<file path="src/rtl/cdb_arbiter.sv">
// Common data bus arbiter: one small FIFO per producer (ALU, LSB), LSB-first grant
// with an ALU anti-starvation guard, registered broadcast, flush on mispredict.
module cdb_arbiter #(
    parameter int ROB_BIT    = 4,
    parameter int DAT_W      = 32,
    parameter int ADR_W      = 17,
    parameter int FIFO_DEPTH = 4,
    parameter int STARVE_MAX = 3
) (
    input  logic               clk,
    input  logic               rst,
    input  logic               en,
    input  logic               alu_en_i,
    input  logic [ROB_BIT-1:0] alu_q_i,
    input  logic [DAT_W-1:0]   alu_v_i,
    input  logic               alu_cbr_i,
    input  logic [ADR_W-1:0]   alu_cbt_i,
    output logic               alu_rdy_o,
    input  logic               lsb_en_i,
    input  logic [ROB_BIT-1:0] lsb_q_i,
    input  logic [DAT_W-1:0]   lsb_v_i,
    output logic               lsb_rdy_o,
    input  logic               br_flag_i,
    output logic               cdb_en_o,
    output logic [ROB_BIT-1:0] cdb_q_o,
    output logic [DAT_W-1:0]   cdb_v_o,
    output logic               cdb_cbr_o,
    output logic [ADR_W-1:0]   cdb_cbt_o,
    output logic               cdb_src_o
);
    localparam int PTR_W = $clog2(FIFO_DEPTH);
    localparam int CNT_W = PTR_W + 1;
    localparam int ST_W  = $clog2(STARVE_MAX + 1);
    localparam logic [CNT_W-1:0] DEPTH_C = CNT_W'(FIFO_DEPTH);
    localparam logic [ST_W-1:0]  ST_MAX  = ST_W'(STARVE_MAX);

    typedef struct packed {
        logic [ROB_BIT-1:0] q;
        logic [DAT_W-1:0]   v;
        logic               cbr;
        logic [ADR_W-1:0]   cbt;
    } alu_ent_t;

    typedef struct packed {
        logic [ROB_BIT-1:0] q;
        logic [DAT_W-1:0]   v;
    } lsb_ent_t;

    alu_ent_t alu_mem [FIFO_DEPTH];
    lsb_ent_t lsb_mem [FIFO_DEPTH];

    logic [PTR_W-1:0]   alu_rptr_q, alu_rptr_d, alu_wptr_q, alu_wptr_d;
    logic [PTR_W-1:0]   lsb_rptr_q, lsb_rptr_d, lsb_wptr_q, lsb_wptr_d;
    logic [CNT_W-1:0]   alu_cnt_q, alu_cnt_d, lsb_cnt_q, lsb_cnt_d;
    logic [ST_W-1:0]    starve_q, starve_d;
    logic               cdb_en_q, cdb_en_d;
    logic [ROB_BIT-1:0] cdb_q_q, cdb_q_d;
    logic [DAT_W-1:0]   cdb_v_q, cdb_v_d;
    logic               cdb_cbr_q, cdb_cbr_d;
    logic [ADR_W-1:0]   cdb_cbt_q, cdb_cbt_d;
    logic               cdb_src_q, cdb_src_d;

    logic     alu_rdy, lsb_rdy, flush;
    logic     alu_push, lsb_push, alu_has, lsb_has, alu_cand, lsb_cand;
    logic     grant_alu, grant_lsb, alu_pop, lsb_pop, alu_wr, lsb_wr;
    alu_ent_t alu_in, alu_head;
    lsb_ent_t lsb_in, lsb_head;

    assign alu_rdy   = alu_cnt_q < DEPTH_C;
    assign lsb_rdy   = lsb_cnt_q < DEPTH_C;
    assign alu_rdy_o = rst & alu_rdy;
    assign lsb_rdy_o = rst & lsb_rdy;

    assign flush    = en & br_flag_i;
    assign alu_push = en & ~br_flag_i & alu_en_i & alu_rdy;
    assign lsb_push = en & ~br_flag_i & lsb_en_i & lsb_rdy;
    assign alu_has  = alu_cnt_q != '0;
    assign lsb_has  = lsb_cnt_q != '0;
    assign alu_in   = '{q: alu_q_i, v: alu_v_i, cbr: alu_cbr_i, cbt: alu_cbt_i};
    assign lsb_in   = '{q: lsb_q_i, v: lsb_v_i};

    // An empty FIFO offers the live input directly so a lone result takes one cycle.
    assign alu_cand = alu_has | alu_push;
    assign lsb_cand = lsb_has | lsb_push;
    assign alu_head = alu_has ? alu_mem[alu_rptr_q] : alu_in;
    assign lsb_head = lsb_has ? lsb_mem[lsb_rptr_q] : lsb_in;

    assign grant_alu = alu_cand & (~lsb_cand | (starve_q == ST_MAX));
    assign grant_lsb = lsb_cand & ~grant_alu;
    assign alu_pop   = grant_alu & alu_has;
    assign lsb_pop   = grant_lsb & lsb_has;
    // A bypassed winner never touches the FIFO storage.
    assign alu_wr    = alu_push & (~grant_alu | alu_has);
    assign lsb_wr    = lsb_push & (~grant_lsb | lsb_has);

    always_comb begin
        alu_rptr_d = alu_rptr_q + PTR_W'(alu_pop);
        alu_wptr_d = alu_wptr_q + PTR_W'(alu_wr);
        lsb_rptr_d = lsb_rptr_q + PTR_W'(lsb_pop);
        lsb_wptr_d = lsb_wptr_q + PTR_W'(lsb_wr);
        alu_cnt_d  = alu_cnt_q + CNT_W'(alu_wr) - CNT_W'(alu_pop);
        lsb_cnt_d  = lsb_cnt_q + CNT_W'(lsb_wr) - CNT_W'(lsb_pop);
        starve_d   = '0;
        cdb_en_d   = 1'b0;
        cdb_q_d    = cdb_q_q;
        cdb_v_d    = cdb_v_q;
        cdb_cbr_d  = cdb_cbr_q;
        cdb_cbt_d  = cdb_cbt_q;
        cdb_src_d  = cdb_src_q;

        if (alu_cand && grant_lsb)
            starve_d = (starve_q == ST_MAX) ? starve_q : starve_q + ST_W'(1);

        if (grant_alu) begin
            cdb_en_d  = 1'b1;
            cdb_q_d   = alu_head.q;
            cdb_v_d   = alu_head.v;
            cdb_cbr_d = alu_head.cbr;
            cdb_cbt_d = alu_head.cbt;
            cdb_src_d = 1'b0;
        end else if (grant_lsb) begin
            cdb_en_d  = 1'b1;
            cdb_q_d   = lsb_head.q;
            cdb_v_d   = lsb_head.v;
            cdb_cbr_d = 1'b0;
            cdb_cbt_d = '0;
            cdb_src_d = 1'b1;
        end

        if (flush) begin
            alu_rptr_d = '0;
            alu_wptr_d = '0;
            lsb_rptr_d = '0;
            lsb_wptr_d = '0;
            alu_cnt_d  = '0;
            lsb_cnt_d  = '0;
            starve_d   = '0;
            cdb_en_d   = 1'b0;
            cdb_q_d    = cdb_q_q;
            cdb_v_d    = cdb_v_q;
            cdb_cbr_d  = cdb_cbr_q;
            cdb_cbt_d  = cdb_cbt_q;
            cdb_src_d  = cdb_src_q;
        end
    end

    always_ff @(posedge clk or negedge rst) begin
        if (!rst) begin
            alu_rptr_q <= '0;
            alu_wptr_q <= '0;
            lsb_rptr_q <= '0;
            lsb_wptr_q <= '0;
            alu_cnt_q  <= '0;
            lsb_cnt_q  <= '0;
            starve_q   <= '0;
            cdb_en_q   <= 1'b0;
            cdb_q_q    <= '0;
            cdb_v_q    <= '0;
            cdb_cbr_q  <= 1'b0;
            cdb_cbt_q  <= '0;
            cdb_src_q  <= 1'b0;
        end else if (en) begin
            alu_rptr_q <= alu_rptr_d;
            alu_wptr_q <= alu_wptr_d;
            lsb_rptr_q <= lsb_rptr_d;
            lsb_wptr_q <= lsb_wptr_d;
            alu_cnt_q  <= alu_cnt_d;
            lsb_cnt_q  <= lsb_cnt_d;
            starve_q   <= starve_d;
            cdb_en_q   <= cdb_en_d;
            cdb_q_q    <= cdb_q_d;
            cdb_v_q    <= cdb_v_d;
            cdb_cbr_q  <= cdb_cbr_d;
            cdb_cbt_q  <= cdb_cbt_d;
            cdb_src_q  <= cdb_src_d;
        end
    end

    // Storage needs no reset: only entries below the count are ever read.
    always_ff @(posedge clk) begin
        if (alu_wr) alu_mem[alu_wptr_q] <= alu_in;
        if (lsb_wr) lsb_mem[lsb_wptr_q] <= lsb_in;
    end

    assign cdb_en_o  = cdb_en_q;
    assign cdb_q_o   = cdb_q_q;
    assign cdb_v_o   = cdb_v_q;
    assign cdb_cbr_o = cdb_cbr_q;
    assign cdb_cbt_o = cdb_cbt_q;
    assign cdb_src_o = cdb_src_q;
endmodule

</file>
<file path="config.mk">
export PLATFORM = sky130hd
export DESIGN_NAME = cdb_arbiter
export DESIGN_NICKNAME = d
export VERILOG_FILES = /design/src/rtl/cdb_arbiter.sv
export SDC_FILE = /design/constraint.sdc
export NUM_CORES = 1
export LEC_CHECK = 0
export CAP_MARGIN = 20
export CORE_ASPECT_RATIO = 1.4
export CORE_MARGIN = 5
export CORE_UTILIZATION = 58
export DETAILED_ROUTE_END_ITERATION = 10
export HOLD_SLACK_MARGIN = 0.12
export PLACE_DENSITY_LB_ADDON = 0.3
export SYNTH_ARGS = -nofsm -noshare
export SYNTH_HDL_FRONTEND = slang
export SYNTH_SLANG_ARGS = --single-unit
</file>
<file path="constraint.sdc">
create_clock -name clk -period 7.6 [get_ports clk]
set_clock_uncertainty 0.05 [all_clocks]
set_input_delay 1.52 -clock clk [delete_from_list [all_inputs] [get_ports clk]]
set_output_delay 1.52 -clock clk [all_outputs]
set_load 0.02 [all_outputs]
</file>
; ---- Word level (Yosys, flattened, before mapping)
; Memories as Yosys holds them, arrays and structs flattened.
; Index checks and enable logic that the tools add are counted.
[op_classes]
reduce_logical = 6
n_mux = 28
bitwise_logic = 24
addsub = 9
eq_ne = 2
magnitude_cmp = 2
[op_table]
columns = op, n
row1 = $mux W32, 2
row2 = $mux W54, 1
row3 = $mux W36, 1
row4 = $mux W17, 2
row5 = $and A1 B1 Y1, 14
row6 = $mux W2, 7
row7 = $mux W1, 11
row8 = $add A2 B1 Y2, 4
row9 = $mux W4, 2
row10 = $add A3 B1 Y3, 2
row11 = $lt A3 B3 Y1 const B, 2
row12 = $mux W3, 2
row13 = $reduce_bool A3 Y1, 2
row14 = $sub A3 B1 Y3, 2
row15 = $not A1 Y1, 5
row16 = $or A1 B1 Y1, 5
row17 = $ne A3 B3 Y1 const B, 1
row18 = $reduce_and A3 Y1, 1
row19 = $add A2 B1 Y2 const B, 1
row20 = $eq A2 B2 Y1 const B, 1
row21 = $reduce_and A2 Y1, 1
row22 = $reduce_bool A2 Y1, 1
row23 = $logic_and A1 B1 Y1, 1
[word_totals]
ram_bits = 360
mem_count = 2
in_bits = 96
word_cells = 86
regBits = 72
[memory_table]
columns = memory, words, width, read_ports, rd_clocked_by_memory_dff, wr, line_no
row1 = alu_mem, 4, 54, 1, 0, 1, 49  ; alu_ent_t alu_mem [FIFO_DEPTH];
row2 = lsb_mem, 4, 36, 1, 0, 1, 50  ; lsb_ent_t lsb_mem [FIFO_DEPTH];

; ---- Logic depth before layout (Yosys ltp)
[logic_depth]
word_depth = 16
depth_mapped = 15

; ---- Least setup slack after synthesis
; No wires, ideal clock.
[synth_path]
path_kind = input-to-reg
start = input br_flag_i
end = memory alu_mem[1][0] (netlist bit), enable pin
path_buffers = 3
setup_time_ns = 0.533
path_stages = 7
t_arrival_ns = 6.205
path_slack_ns = 0.813
required_time_ns = 7.017
path_cell_list = clkbuf_1 > nor2b_1 > buf_2 > buf_2 > nand3_1 > o21ai_1 > nor3_1
[synth_between]
elab_chain_cells = 13
[synth_rtl]
columns = element, line_no
row1 = from (decl), 23  ; input logic br_flag_i,
row2 = $not A1 Y1 (*), "75, 76"
row3 = $and A1 B1 Y1 (*), "75, 76"
row4 = $and A1 B1 Y1 (2 in a row), 76  ; assign lsb_push = en & ~br_flag_i & lsb_en_i & lsb_rdy;
row5 = $or A1 B1 Y1, 84  ; assign lsb_cand = lsb_has | lsb_push;
row6 = $not A1 Y1, 88  ; assign grant_alu = alu_cand & (~lsb_cand | (starve_q == ST_MAX));
row7 = $or A1 B1 Y1, 88
row8 = $and A1 B1 Y1, 88
row9 = $not A1 Y1, 93  ; assign alu_wr = alu_push & (~grant_alu | alu_has);
row10 = $or A1 B1 Y1, 93
row11 = $and A1 B1 Y1 (*), 93
row12 = $mux W1 (*), 181  ; if (alu_wr) alu_mem[alu_wptr_q] <= alu_in;
row13 = $mux W1 (not written as such) (*), 181
row14 = to (decl), 49
; Mark *: on every way between the ends. The rest lies on a longest branch, timed or not.

; ---- Worst setup path in the final report
[layout_path]
start = input en
end = register lsb_cnt_q[2]
[layout_between]
elab_chain_cells = 15
[layout_rtl]
columns = element, line_no
row1 = from (decl), 12  ; input logic en,
row2 = $and A1 B1 Y1, "75, 76"
row3 = $and A1 B1 Y1 (2 in a row), 76
row4 = $or A1 B1 Y1, 84
row5 = $not A1 Y1, 88
row6 = $or A1 B1 Y1, 88
row7 = $and A1 B1 Y1, 88
row8 = $not A1 Y1, 89  ; assign grant_lsb = lsb_cand & ~grant_alu;
row9 = $and A1 B1 Y1, 89
row10 = $not A1 Y1, 94  ; assign lsb_wr = lsb_push & (~grant_lsb | lsb_has);
row11 = $or A1 B1 Y1, 94
row12 = $and A1 B1 Y1, 94
row13 = $add A3 B1 Y3, 102  ; lsb_cnt_d = lsb_cnt_q + CNT_W'(lsb_wr) - CNT_W'(lsb_pop);
row14 = $sub A3 B1 Y3, 102
row15 = $mux W3, 130  ; if (flush) begin
row16 = to (signal assigned), 168  ; lsb_cnt_q <= lsb_cnt_d;
row17 = to (decl), 54  ; logic [CNT_W-1:0] alu_cnt_q, alu_cnt_d, lsb_cnt_q, lsb_cnt_d;
; Several ways; a longest one is shown, not always the timed one.
; A chain may end at the register's enable or synchronous reset.

==> run_results.csv <==
group,metric,value,unit
global_route,antenna_found_initial,1,
synth,synth_top_cell_by_area,"edfxtp_1",
setup_path,cp_cell_sequence,"clkdlybuf4s50_1 > nand3b_1 > a21oi_4 > o21ai_1 > ha_1 > inv_1 > ha_1 > inv_1 > fa_1 > xnor2_1 > nor3b_1 > a21oi_1 > o22ai_1",
die,rows,75,
placed_design,place_ws,1.76,ns
clock_tree,clkSlewWorstSetupHoldPaths,0.06,ns
clock_tree,clock_latency,0.54,ns
setup_path,cp_slowest_cell,"clkdlybuf4s50_1",
final_layout,seq_area,0.0126,mm²
synth,yosys_warnings,0,
die,io_pins,154,
route,drt_wl_total,37300,µm
route,ant_nets,0,
global_route,track_usage,22.3,%
timing,rsz0062_at_grt,"false",
setup_path,cp.buffers_inverters,3,
synth,ys_seq_elements,432,
clock_tree,post_cts_buffers,0,
power,comb_power_share,30.3,%
placed_design,hpwl,23100,µm
synth,synthesis.instances,991,
clock_tree,cts_buffers,40,
power,power_density,346,mW/mm²
outcome,outcome,"complete, no violations",
synth,synth_top_area_share,61.7,%
timing,drv_slew,0,
worst_hold_path,hp-class,"reg -> reg",
global_route,grt_pass1_vias,10200,
final_layout,drive_gt1_share,20.2,%
placed_design,port_buffers,153,
synth,synth_area_leaders,"edfxtp_1 (62%), mux4_2 (12%), dfrtp_1 (10%)",
clock_tree,clockBufferDepth,3,
route,drc,0,
power,power,7.21,mW
final_layout,multi_input_area,0.00454,mm²
power,switching_share,31.0,%
route,first_pass_iters,5,
global_route,busiest_layer,"met2",
global_route,grt_max_degree,56,
final_layout,final_util,69.5,%
global_route,met2_usage,35.6,%
final_layout,fillers,1891,
power,p_seq_share,41.6,%
die,fp.dieH,216,µm
final_layout,synthToLayoutAreaGrowth,18.7,%
die,core_area,0.0299,mm²
timing,max_freq,186,MHz
job,drv_cap,0,
setup_path,critPathArrivalTime,5.71,ns
die,die_w,157,µm
route,via_per_inst,6.29,
route,routedWlPerCell,24.0,µm
clock_tree,cts_tree,"built",
global_route,grt_remaining_overflow,0,
worst_hold_path,holdPathStages,1,
synth,synth.distinct_cells,45,
timing,relSlewSlack,28.3,%
timing,hold_violations,0,
power,pwr-share-clk,28.1,%
timing,fin_tns_setup,0,ns
setup_path,cp-start-kind,"primary input",
die,dieArea,0.0339,mm²
clock_tree,cts_root_buffer,"clkbuf_16",
power,p_sw,2.24,mW
timing,setup_ws,2.23,ns
timing,worst_pin_slew,1.08,ns
setup_path,worstSetupEndpointType,"flop",
setup_path,crit_cells,13,
route,num_vias,9766,
placed_design,gp_congestion,0.807,
clock_tree,hold_buffers,0,
global_route,grt_use_met1,31.2,%
power,power.internal,4.97,mW
timing,layout_min_cycle_time,5.37,ns
setup_path,worstPathMaxFanout,38,
clock_tree,ctsHtreeMaxLevel,2,
placed_design,placed_cells,1478,
clock_tree,cts_resized,0,
final_layout,fin_cells,1553,
synth,ys_seq_area_share,71.9,%
route,drt-initial-drc-count,788,
synth,syn_nets,1098,
final_layout,layout.nets,1243,
timing,setup_viol,0,
power,vdd_drop_max,0.231,mV
setup_path,crit_family,"compound AO/OA/AOI/OAI gates",
setup_path,slowest_delay,1.07,ns
global_route,use_met3,4.45,%
timing,finalCritPeriodShare,70.7,%
power,p_leak,6.76,nW
setup_path,worstSetupPathType,"in -> reg",
synth,syn-cell-area,0.0175,mm²
die,start_util,58.6,%
setup_path,reg2regPathDepth,13,
global_route,grt_first_pass_wirelength,58400,µm
clock_tree,cts_num_sinks,432,
synth,synth.avg_cell_area,17.7,µm²
setup_path,cp.required,7.94,ns
-- layout make-up --
| type | instances | area share, % |
|---|---|---|
| Sequential cell | 432 | 60.6 |
| Multi-Input combinational cell | 462 | 21.8 |
| Timing Repair Buffer | 178 | 8.29 |
| Clock buffer | 51 | 5.45 |
| Tap cell | 385 | 2.32 |
| Clock inverter | 22 | 1.08 |
| Inverter | 22 | 0.397 |
| Antenna cell | 1 | 0.0120 |
-- registers in the layout, summed over array words and instances (netlist names), 2 cells and up --
register / count
alu_mem: 216
lsb_mem: 144
cdb_v_o: 32
cdb_cbt_o: 17
cdb_q_o: 4
alu_cnt_q: 3
lsb_cnt_q: 3
alu_rptr_q: 2
alu_wptr_q: 2
lsb_rptr_q: 2
lsb_wptr_q: 2
starve_q: 2
-- worst reg2reg max path, stage by stage (launching register included) --
cell     delay (ns)
dfrtp_1        0.47
nor3_2         0.07
buf_4          0.29
a21oi_4        0.90
o21ai_1        0.38
ha_1           0.39
inv_1          0.05
ha_1           0.12
inv_1          0.05
fa_1           0.40
xnor2_1        0.20
nor3b_1        0.07
a21oi_1        0.13
o22ai_1        0.09
-- layer usage --
metal | part of all wire, % | vias up
met3 | 7.5 | 83
li1 | - | 4319
met5 | 0 | -
met2 | 50 | 418
met4 | 3.3 | 0
met1 | 39 | 4946
-- cell families after synthesis --
group | count (synthesis) | share of synthesized area [%]
flops | 432 | 71.9
compound gates | 219 | 9.02
simple gates | 137 | 3.70
buf+inv | 97 | 2.62
mux | 93 | 11.8
fa+ha+maj | 11 | 0.871
xor+xnor | 2 | 0.0999
-- layout by cell type, fill, tap and decap left out, types with 3 or more instances in the layout --
cell type,n
clkbuf_1,4
buf_4,25
nand4_1,9
clkbuf_16,42
bufinv_16,4
a21oi_2,20
o22ai_1,56
dfrtp_1,69
o21ai_0,15
a32oi_1,18
nor2_2,12
nor2b_1,3
a21boi_0,25
mux4_2,90
nor3_2,11
clkinv_1,4
mux2_2,3
a211o_1,9
inv_1,22
a211oi_1,9
o32ai_1,26
clkbuf_8,5
ha_1,9
clkinv_2,10
nand2_1,25
nor2_1,55
edfxtp_1,360
nor4_1,10
clkdlybuf4s50_1,152
a21oi_1,28
-- power groups by stage --
stage / combinational [mW] / sequential, mW / clock (mW)
6_report: 2.18 / 3.00 / 2.03
5_1_grt: 2.35 / 3.03 / 2.17
3_5_place_dp: 2.17 / 3.05 / 0
3_3_place_gp: 2.12 / 3.04 / 0
4_1_cts: 2.19 / 3.00 / 2.06
2_1_floorplan: 1.38 / 3.08 / 0
-- through the flow --
step | hold WS, ns | cell area [µm²]
global route | 0.459 | 20800
global placement | 0.433 | 19400
floorplan | 0.416 | 17500
detailed placement | 0.430 | 19400
finish | 0.439 | 20800
CTS | 0.443 | 20800
-- cells in the mapped netlist --
| library cell | n |
|---|---|
| edfxtp_1 | 360 |
| mux4_2 | 90 |
| dfrtp_1 | 72 |
| o22ai_1 | 56 |
| nor2_1 | 55 |
| clkbuf_1 | 34 |
| a21oi_1 | 29 |
| buf_2 | 28 |
| o32ai_1 | 26 |
| a21boi_0 | 25 |
| nand2_1 | 25 |
| inv_1 | 22 |
| a21oi_2 | 20 |
| a32oi_1 | 18 |
| o21ai_0 | 15 |
| nor2_2 | 12 |
| nor3_1 | 12 |
| nor4_1 | 10 |
| a211o_1 | 9 |
| a211oi_1 | 9 |
| ha_1 | 9 |
| nand4_1 | 9 |
| buf_6 | 7 |
| buf_1 | 4 |
| nor2b_1 | 4 |
| mux2_2 | 3 |
| a221oi_1 | 2 |
| buf_4 | 2 |
| fa_1 | 2 |
| nand2b_1 | 2 |
| nand3_1 | 2 |
| nand3b_1 | 2 |
| o21a_1 | 2 |
| o21ai_1 | 2 |
| or3_1 | 2 |
| a21o_1 | 1 |
| a221o_1 | 1 |
| a22o_1 | 1 |
| nor2_4 | 1 |
| nor3b_1 | 1 |
| o41a_1 | 1 |
| o41ai_1 | 1 |
| o41ai_4 | 1 |
| xnor2_1 | 1 |
| xor2_1 | 1 |
-- final timing paths --
kind / from / to / slack, ns
setup / recovery: en / lsb_cnt_q[2] / 2.23
hold / removal: cdb_v_o[20] / cdb_v_o[20] / 0.44
setup reg to reg: alu_cnt_q[2] / lsb_cnt_q[2] / 3.80
hold reg to reg: cdb_v_o[20] / cdb_v_o[20] / 0.44
max in group asynchronous: rst / cdb_cbt_o[1] / 5.65
min in group asynchronous: rst / cdb_v_o[16] / 0.90
No activity file was read; power rests on OpenSTA's default activity.
